### config.mk
export PLATFORM = sky130hd
export DESIGN_NAME = st_to_bin
export DESIGN_NICKNAME = d
export VERILOG_FILES = /design/src/rtl/st_to_bin.sv
export SDC_FILE = /design/constraint.sdc
export NUM_CORES = 1
export LEC_CHECK = 0
export CAP_MARGIN = 20
export CORE_ASPECT_RATIO = 1.25
export CORE_MARGIN = 4
export CORE_UTILIZATION = 55
export CTS_BUF_LIST = sky130_fd_sc_hd__clkbuf_4
export DETAILED_ROUTE_END_ITERATION = 6
export PLACE_DENSITY_LB_ADDON = 0.08
export SLEW_MARGIN = 20
export SYNTH_ARGS = -nofsm -noshare
export SYNTH_HDL_FRONTEND = slang
export SYNTH_SLANG_ARGS = --single-unit
### constraint.sdc
create_clock -name clk -period 2.7 [get_ports clk]
set_input_delay 0.54 -clock clk [delete_from_list [all_inputs] [get_ports clk]]
set_output_delay 0.54 -clock clk [all_outputs]
set_load 0.01 [all_outputs]
### src/rtl/st_to_bin.sv
`timescale 1ns/1ps
// Stochastic-to-binary converter: counts 1s in a unipolar bitstream over WINDOW valid samples.
// Latency: final valid sample at edge t -> bin_out/out_valid visible in the cycle after t.
// Backpressure: none; st_valid gates sampling, idle cycles freeze the window.
module st_to_bin #(
  parameter int WIDTH      = 8,
  parameter int WINDOW     = 255,
  parameter int CONTINUOUS = 0
) (
  input  logic             clk,
  input  logic             reset,
  input  logic             start,
  input  logic             st_in,
  input  logic             st_valid,
  output logic [WIDTH-1:0] bin_out,
  output logic             out_valid,
  output logic             busy
);

  typedef enum logic {IDLE = 1'b0, ACCUM = 1'b1} state_t;

  // sample_cnt value at which the next valid sample closes the window
  localparam logic [WIDTH-1:0] LAST_SAMPLE = WIDTH'(WINDOW - 1);

  state_t           state;
  state_t           state_nxt;
  logic [WIDTH-1:0] ones_cnt;
  logic [WIDTH-1:0] sample_cnt;
  logic             complete;

  // a window closes on the valid sample that brings sample_cnt up to WINDOW
  assign complete = (state == ACCUM) && st_valid && (sample_cnt == LAST_SAMPLE);

  // state register
  always_ff @(posedge clk) begin
    if (reset) state <= IDLE;
    else       state <= state_nxt;
  end

  // next-state: start opens a window; completion stays in ACCUM if continuous or restarted
  always_comb begin
    state_nxt = state;
    case (state)
      IDLE:    if (start) state_nxt = ACCUM;
      ACCUM:   if (complete && (CONTINUOUS == 0) && !start) state_nxt = IDLE;
      default: state_nxt = IDLE;
    endcase
  end

  // outputs decoded from state
  always_comb begin
    busy = (state == ACCUM);
  end

  // window counters: held at zero while idle so entry to ACCUM starts clean;
  // completion and restart both clear, st_in of a restart cycle is dropped
  always_ff @(posedge clk) begin
    if (reset || state == IDLE || complete || start) begin
      ones_cnt   <= '0;
      sample_cnt <= '0;
    end else if (st_valid) begin
      ones_cnt   <= ones_cnt + WIDTH'(st_in);
      sample_cnt <= sample_cnt + 1'b1;
    end
  end

  // result publish: final sample is folded in directly so there is no extra cycle
  always_ff @(posedge clk) begin
    if (reset) begin
      bin_out   <= '0;
      out_valid <= 1'b0;
    end else begin
      out_valid <= complete;
      if (complete) bin_out <= ones_cnt + WIDTH'(st_in);
    end
  end

endmodule

=== After elaboration in Yosys (flattened, before gate mapping) ===
Cells that the tools add are included.

* Add/subtract/negate cells: 2
* Equal/unequal tests: 1
* Mux-type cells: 3
* Bitwise gates (word level): 1
* Reduce and logical (&&, ||, !) cells: 7

{| class="wikitable"
|+ Operators by type and width
! operator !! count
|-
| $add A8 B1 Y8 || 1
|-
| $add A8 B1 Y8 const B || 1
|-
| $eq A8 B8 Y1 const B || 1
|-
| $logic_and A1 B1 Y1 || 3
|-
| $logic_or A1 B1 Y1 || 3
|-
| $mux W1 || 2
|-
| $pmux W1 S2 || 1
|-
| $logic_not A1 Y1 || 1
|-
| $not A1 Y1 || 1
|}

* Register bits: 26
* Bits of input ports: 5
* Output and inout bits: 10
* Word-level logic and storage cells: 19

=== Depth between registers and ports, before layout ===
Gate-level depths: netlist of the first run.

* Depth after elaboration: 5
* Depth in mapped cells: 7
* Depth with buffers taken out: 5

=== Least setup slack after synthesis of the first run ===
No wires, ideal clock.

* Path kind: reg2reg
* Start point: register sample_cnt[0]
* End point: register sample_cnt[5]
* Setup time: 0.067 ns
* Arrival time: 1.727 ns
* Required time: 2.633 ns
* Setup slack: 0.906 ns
* Stages on the path, launching flop included: 8
* Period minus slack after synthesis: 1.794 ns
* Cell sequence: dfxtp_1 -> inv_1 -> ha_1 -> and4_4 -> buf_6 -> a2111o_4 -> buf_12 -> a21oi_4

* Word-level cells in the longest chain between the ends: 4
* Elaborated cells on any way between the ends: 5
* Those cells by class: add/sub (1); eq/ne (1); reduce/logical (3)

{| class="wikitable"
|+ RTL lines
! element !! line !! source
|-
| from (decl) || 28 || <nowiki>logic [WIDTH-1:0] sample_cnt;</nowiki>
|-
| from (signal assigned) || 63 || <nowiki>sample_cnt <= sample_cnt + 1'b1;</nowiki>
|-
| branches (longest 4 deep; another with $add A8 B1 Y8) || - ||
|}

Several ways; the timed one is not identified.
A chain may end at the register's enable or synchronous reset.

=== Final worst setup path of the first run ===
* Start point: register state, in the netlist busy
* End point: output port busy

{| class="wikitable"
|+ RTL lines
! element !! line !! source
|-
| from (decl) || 25 || <nowiki>state_t state;</nowiki>
|-
| from (signal assigned) || 37 || <nowiki>else state <= state_nxt;</nowiki>
|-
| to (decl) || 17 || <nowiki>output logic busy</nowiki>
|}

No word-level cell between the ends.

==> flow_summary.ini, run 1 <==
[cts]
number_of_buffers_inserted_during_clock_tree_synthesis = 3
cts-root-buf = sky130_fd_sc_hd__clkbuf_4
tritoncts_num_sinks = 26
clock_latency_ps = 330
cts-htree-levels = 1
cts.hold.buffers_added = 0
cts_resized = 0
clk_pin_slew_worst_paths_ps = 150
postCtsSetupRepairBufs = 0
ctsLongestPathBuffers = 2
tritoncts_clock_tree = built

[power]
power_total_w = 0.0006941
pwr_density_cell_nw_per_um2 = 465.4
static_leakage_nw = 0.4559
switching_share = 0.2080
p_sw_w = 0.0001444
comb_power_share = 0.048
power.clock.fraction = 0.390
ir_worst_vdd_v = 0.0003846
internal_power_w = 0.0005497
seq_power_share = 0.561

[routing]
avgRoutedWirePerCell_um = 14.30
wl_met1_um = 1163
drtIter0Drc = 21
drt-total-wl_um = 2503
maxUsedRoutingLayer = met4
wl_met2_um = 1210
dr.pass1.iters = 4
routed-wl-met3_um = 97
viasPerCell = 6.086
drc_errors = 0
routed-via-count = 1065
detail-route-antenna-nets = 0

[worst_setup_path]
crit_path_top_delay_cell = sky130_fd_sc_hd__clkdlybuf4s50_1
critical_path.reg2reg.startpoint = sample_cnt[0]
worst-setup-path-type = reg2out
start_kind = flip-flop
path_max_fanout = 11
timing.critical_path.cells = clkdlybuf4s50_1
required_ps = 2160
cp_top_family = buffers and inverters
timing.critical_path.slowest_cell_delay_ps = 600
cp-end-kind = output port
critical_path_arrival_ps = 1480
crit_buf_inv = 1
startpoint = busy

[floorplan]
core_box_area_um2 = 2235
die_area_um2 = 3224
row_count = 19
floorplan.initialDensity = 0.5845
die_h_um = 62.49
floorplan.io_pins = 15
die_width_um = 51.59

[sta]
fin_worst_skew_ps = 12.15
rsz0062_at_grt = false
holdWs_ps = 487.8
worstMarginPinSlew_ps = 414.2
final.setup.tns_ps = 0
post-route-min-period_ps = 2020
slew_headroom = 0.7230
final_max_tran_viols = 0
period_share = 0.7480
setup_viol = 0
timing.final.hold_violations = 0
fmax_ghz = 0.4951

[placement]
gp_congestion = 0.7342
detailed_place_hpwl_um = 1779
place_area_um2 = 1439
place.port_buffers = 14

[final_layout]
insertedDiodeCount = 0
area_added_between_synthesis_and_finish_pct = 14.18
drive_above_1_share = 0.1319
design.final.nets = 154
final_design_area_no_fill_um2 = 1491

[synthesis]
synthArstFlopShare = 0
netlist_instances = 131
yosysWarnings = 0
post_synthesis_instance_area_um2 = 1306
synth.most_common_cell = sky130_fd_sc_hd__dfxtp_1
syn_area_per_cell_um2 = 9.971
synth-seq-cells = 26
top_ff_cell_synth = sky130_fd_sc_hd__dfxtp_1
ys_top_cells_by_count = sky130_fd_sc_hd__dfxtp_1, sky130_fd_sc_hd__a21oi_1, sky130_fd_sc_hd__nand4_1, sky130_fd_sc_hd__nor2_4, sky130_fd_sc_hd__o21ai_0
netlist-cell-type-count = 30
synth_nets = 140
synth-edff-count = 0
synth.yosys.seq_area_share = 0.3985
synth_area_leader_cell = sky130_fd_sc_hd__dfxtp_1
netlist_top_cells_area = sky130_fd_sc_hd__dfxtp_1, sky130_fd_sc_hd__nor2_4, sky130_fd_sc_hd__xor2_1
share_of_yosys_cell_area_claimed_by_the_top_area_cell_type = 0.3985

[grt]
grt_start_max_net_pins = 17
number_of_antenna_violations_at_the_first_check_in_global_routing = 0
number_of_global_route_vias_before_repair = 1039
grt.overflow.total = 0
grt.total_usage = 0.1752
first_pass_grt_wire_length_um = 4450

[hold_path]
timing.hold.worst.start = bin_out[0]
min_path_type = reg2reg

[run]
drv_cap = 0

[outcome]
outcome = completed
## stage by stage
stage / worst slack (ps) / util / instances
3_5_place_dp: 439.9 / 0.6439 / 171
6_report: 680.4 / 0.6674 / 175
3_3_place_gp: 522.6 / 0.6439 / 171
2_1_floorplan: 906.2 / - / 131
4_1_cts: 673.6 / 0.6674 / 175
5_1_grt: 640.0 / 0.6674 / 175
## power by group through the flow
stage / Clock [W] / Combinational [W] / Sequential [W]
CTS: 0.000277 / 0.0000339 / 0.000390
floorplan: 0 / 0.0000244 / 0.000396
global placement: 0 / 0.0000331 / 0.000398
finish: 0.000271 / 0.0000337 / 0.000389
detailed placement: 0 / 0.0000336 / 0.000398
global route: 0.000294 / 0.0000361 / 0.000390
## worst paths after layout
check | slack [ps] | cells after the start | endpoint
max | 680 | 1 | busy
min | 490 | 2 | bin_out[0]
max reg2reg | 770 | 5 | sample_cnt[1]
min reg2reg | 490 | 2 | bin_out[0]
## routing by layer
metal,global-route usage,vias up
met5,0,-
met4,0.08525,0
met3,0.02625,4
met2,0.2803,19
met1,0.2245,522
li1,-,520
## registers in the layout (all words and copies together), names as in the netlist
register / count
ones_cnt: 8
out_valid: 1
sample_cnt: 8
bin_out: 8
busy: 1
## logic make-up after synthesis
family          count (synthesis)  synth area share
fa+ha+maj                       4           0.03832
mux                             2           0.01533
buf+inv                        13           0.06417
compound gates                 37            0.2069
flops                          26            0.3985
xor+xnor                        9           0.06035
simple gates                   40            0.2165
## layout by cell type (no fill, tap or decap)
master	Yosys	final
sky130_fd_sc_hd__bufinv_16	0	1
sky130_fd_sc_hd__mux2i_1	2	2
sky130_fd_sc_hd__ha_1	4	4
sky130_fd_sc_hd__nor4_1	1	1
sky130_fd_sc_hd__a311oi_1	3	3
sky130_fd_sc_hd__clkdlybuf4s50_1	0	14
sky130_fd_sc_hd__or4_1	3	3
sky130_fd_sc_hd__xnor2_1	2	2
sky130_fd_sc_hd__nand4_1	8	8
sky130_fd_sc_hd__and4_1	1	1
sky130_fd_sc_hd__xor2_1	7	7
sky130_fd_sc_hd__buf_4	0	2
sky130_fd_sc_hd__a21oi_4	2	2
sky130_fd_sc_hd__a31oi_1	6	6
sky130_fd_sc_hd__and4_4	1	1
sky130_fd_sc_hd__or3_1	7	7
sky130_fd_sc_hd__o21ai_0	8	8
sky130_fd_sc_hd__a211oi_2	1	1
sky130_fd_sc_hd__nand3_1	6	6
sky130_fd_sc_hd__o31ai_1	5	5
sky130_fd_sc_hd__nor2_4	8	8
sky130_fd_sc_hd__a211oi_1	3	3
sky130_fd_sc_hd__inv_1	6	6
sky130_fd_sc_hd__clkbuf_4	0	3
sky130_fd_sc_hd__nand2_1	3	3
sky130_fd_sc_hd__dfxtp_1	26	26
sky130_fd_sc_hd__nor2_1	1	1
sky130_fd_sc_hd__a21oi_1	8	8
sky130_fd_sc_hd__nor3_1	1	1
sky130_fd_sc_hd__a2111o_4	1	1
## layout make-up
class                   instances  area [µm²]
well taps                      31       38.79
repair buffers                 16       155.1
clock inverters                 1       30.03
clock buffers                   3       22.52
multi-input cells              92       701.9
inverters                       6       22.52
flip-flops and latches         26       520.5
fillers                       209       743.2
(Power assumes the default switching activity.)
==> inputs of run 2 (changes only) <==
==> constraint.sdc (replaced) <==
create_clock -name clk -period 2.1 [get_ports clk]
set_input_delay 0.42 -clock clk [delete_from_list [all_inputs] [get_ports clk]]
set_output_delay 0.42 -clock clk [all_outputs]
set_load 0.01 [all_outputs]
==> run 2 against run 1 <==
  * First-iteration DRC count up 29%
  * Via count down 1.3%
  * Power up 29%
  * Clock skew down 8.3 ps
  * Sequential cell count unchanged
  * Count of clock-buffer cells in the layout unchanged
  * Final cell count up 1.7%
  * Critical path type unchanged
  * Critical endpoint unchanged
  * Largest power group unchanged
  * Highest routed layer unchanged
==> flow_summary.ini, run 2 (synthesis results as in run 1) <==
[floorplan]
floorplan.initialDensity = 0.5845
row_count = 19
die_h_um = 62.49
floorplan.io_pins = 15
die_area_um2 = 3224
die_width_um = 51.59
core_box_area_um2 = 2235

[hold_path]
min_path_type = reg2reg
worst_hold_path.num_cells = 2
timing.hold.worst.start = bin_out[1]
worstHoldEndpoint = bin_out[1]

[placement]
gp_congestion = 0.7696
place.port_buffers = 14
placed_cells = 174
detailed_place_hpwl_um = 1830

[worst_setup_path]
start_kind = flip-flop
regToRegEndpoint = sample_cnt[1]
required_ps = 1680
crit_path_top_delay_cell = sky130_fd_sc_hd__clkdlybuf4s50_1
cp_top_family = buffers and inverters
worst-r2r-cell-count = 5
critical_path_arrival_ps = 1480
crit_cells = 1
path_max_fanout = 11
setup.reg_to_reg.worst_slack_ps = 220
worst-setup-path-type = reg2out
timing.critical_path.cells = clkdlybuf4s50_1
startpoint = busy
crit_buf_inv = 1
timing.critical_path.slowest_cell_delay_ps = 600
critical_path.reg2reg.startpoint = sample_cnt[0]
cp-end-kind = output port

[sta]
period_share = 0.9028
worstMarginPinSlew_ps = 376.2
fin_worst_skew_ps = 3.865
final.setup.tns_ps = 0
rsz0062_at_grt = false
fmax_ghz = 0.5274
post-route-min-period_ps = 1896
slew_headroom = 0.7491
timing.final.hold_violations = 0
holdWs_ps = 493.8
final_max_tran_viols = 0
setup_viol = 0

[cts]
clk_pin_slew_worst_paths_ps = 140
tritoncts_num_sinks = 26
postCtsSetupRepairBufs = 0
clock_latency_ps = 330
tritoncts_clock_tree = built
cts-htree-levels = 1
ctsLongestPathBuffers = 2
number_of_buffers_inserted_during_clock_tree_synthesis = 3
cts.hold.buffers_added = 0
cts-root-buf = sky130_fd_sc_hd__clkbuf_4
cts_resized = 0

[power]
static_leakage_nw = 0.4716
pwr_density_cell_nw_per_um2 = 590.1
ir_worst_vdd_v = 0.0004801

[routing]
drt-total-wl_um = 2493
detail-route-antenna-nets = 0
viasPerCell = 5.904
dr.pass1.iters = 4
drc_errors = 0
drtIter0Drc = 27
routed-via-count = 1051
avgRoutedWirePerCell_um = 14.01

[final_layout]
reg_top3 = bin_out (8), ones_cnt (8), sample_cnt (8)
fin_cells = 178
layout.cells.most_common = sky130_fd_sc_hd__dfxtp_1
area_added_between_synthesis_and_finish_pct = 15.90
insertedDiodeCount = 0
drive_above_1_share = 0.1497
final_cell_mix = sky130_fd_sc_hd__dfxtp_1, sky130_fd_sc_hd__clkdlybuf4s50_1
design.final.nets = 157

[grt]
grt_start_max_net_pins = 17
first_pass_grt_wire_length_um = 4464
grt.overflow.total = 0
grt.total_usage = 0.1744
number_of_antenna_violations_at_the_first_check_in_global_routing = 0
number_of_global_route_vias_before_repair = 988

[run]
drv_cap = 0

[outcome]
outcome = completed
run 2: power by group:
part | leakage (nW) | internal, W | switching (W) | total, W
sequential | 0.210 | 0.000496 | 0.00000479 | 0.000501
clock | 0.0279 | 0.000193 | 0.000154 | 0.000347
combinational | 0.234 | 0.0000192 | 0.0000263 | 0.0000455
total | 0.472 | 0.000708 | 0.000185 | 0.000893
run 2: layout make-up:
type	count	area, µm²
inverter	6	22.52
clock buffer	3	22.52
sequential	26	520.5
multi-input combinational	92	701.9
tap	31	38.79
fill	204	720.7
timing repair buffer	19	177.7
clock inverter	1	30.03
run 2: how the worst max path moves through the flow:
stage	slack [ps]	end
final	200	busy
after global routing	100	sample_cnt[1]
after CTS	190	busy
after detailed placement	60	ones_cnt[4]
after global placement	110	sample_cnt[1]
after floorplan	310	sample_cnt[5]
run 2: metal layers:
| metal | global-route usage | vias up | share of wire |
|---|---|---|---|
| met1 | 0.2203 | 489 | 0.45 |
| met3 | 0.02387 | 5 | 0.049 |
| met5 | 0 | - | 0 |
| met4 | 0.06885 | 0 | 0.016 |
| li1 | - | 527 | - |
| met2 | 0.2914 | 30 | 0.49 |
run 2: metrics by stage:
step / worst slack (ps) / cell area, µm² / total power [W] / util
3_5_place_dp: 62.66 / 1461 / 0.0005569 / 0.6540
3_3_place_gp: 109.9 / 1461 / 0.0005556 / 0.6540
6_report: 204.0 / 1514 / 0.0008934 / 0.6775
2_1_floorplan: 306.2 / 1306 / 0.0005401 / -
4_1_cts: 194.8 / 1514 / 0.0009007 / 0.6775
5_1_grt: 96.47 / 1514 / 0.0009279 / 0.6775
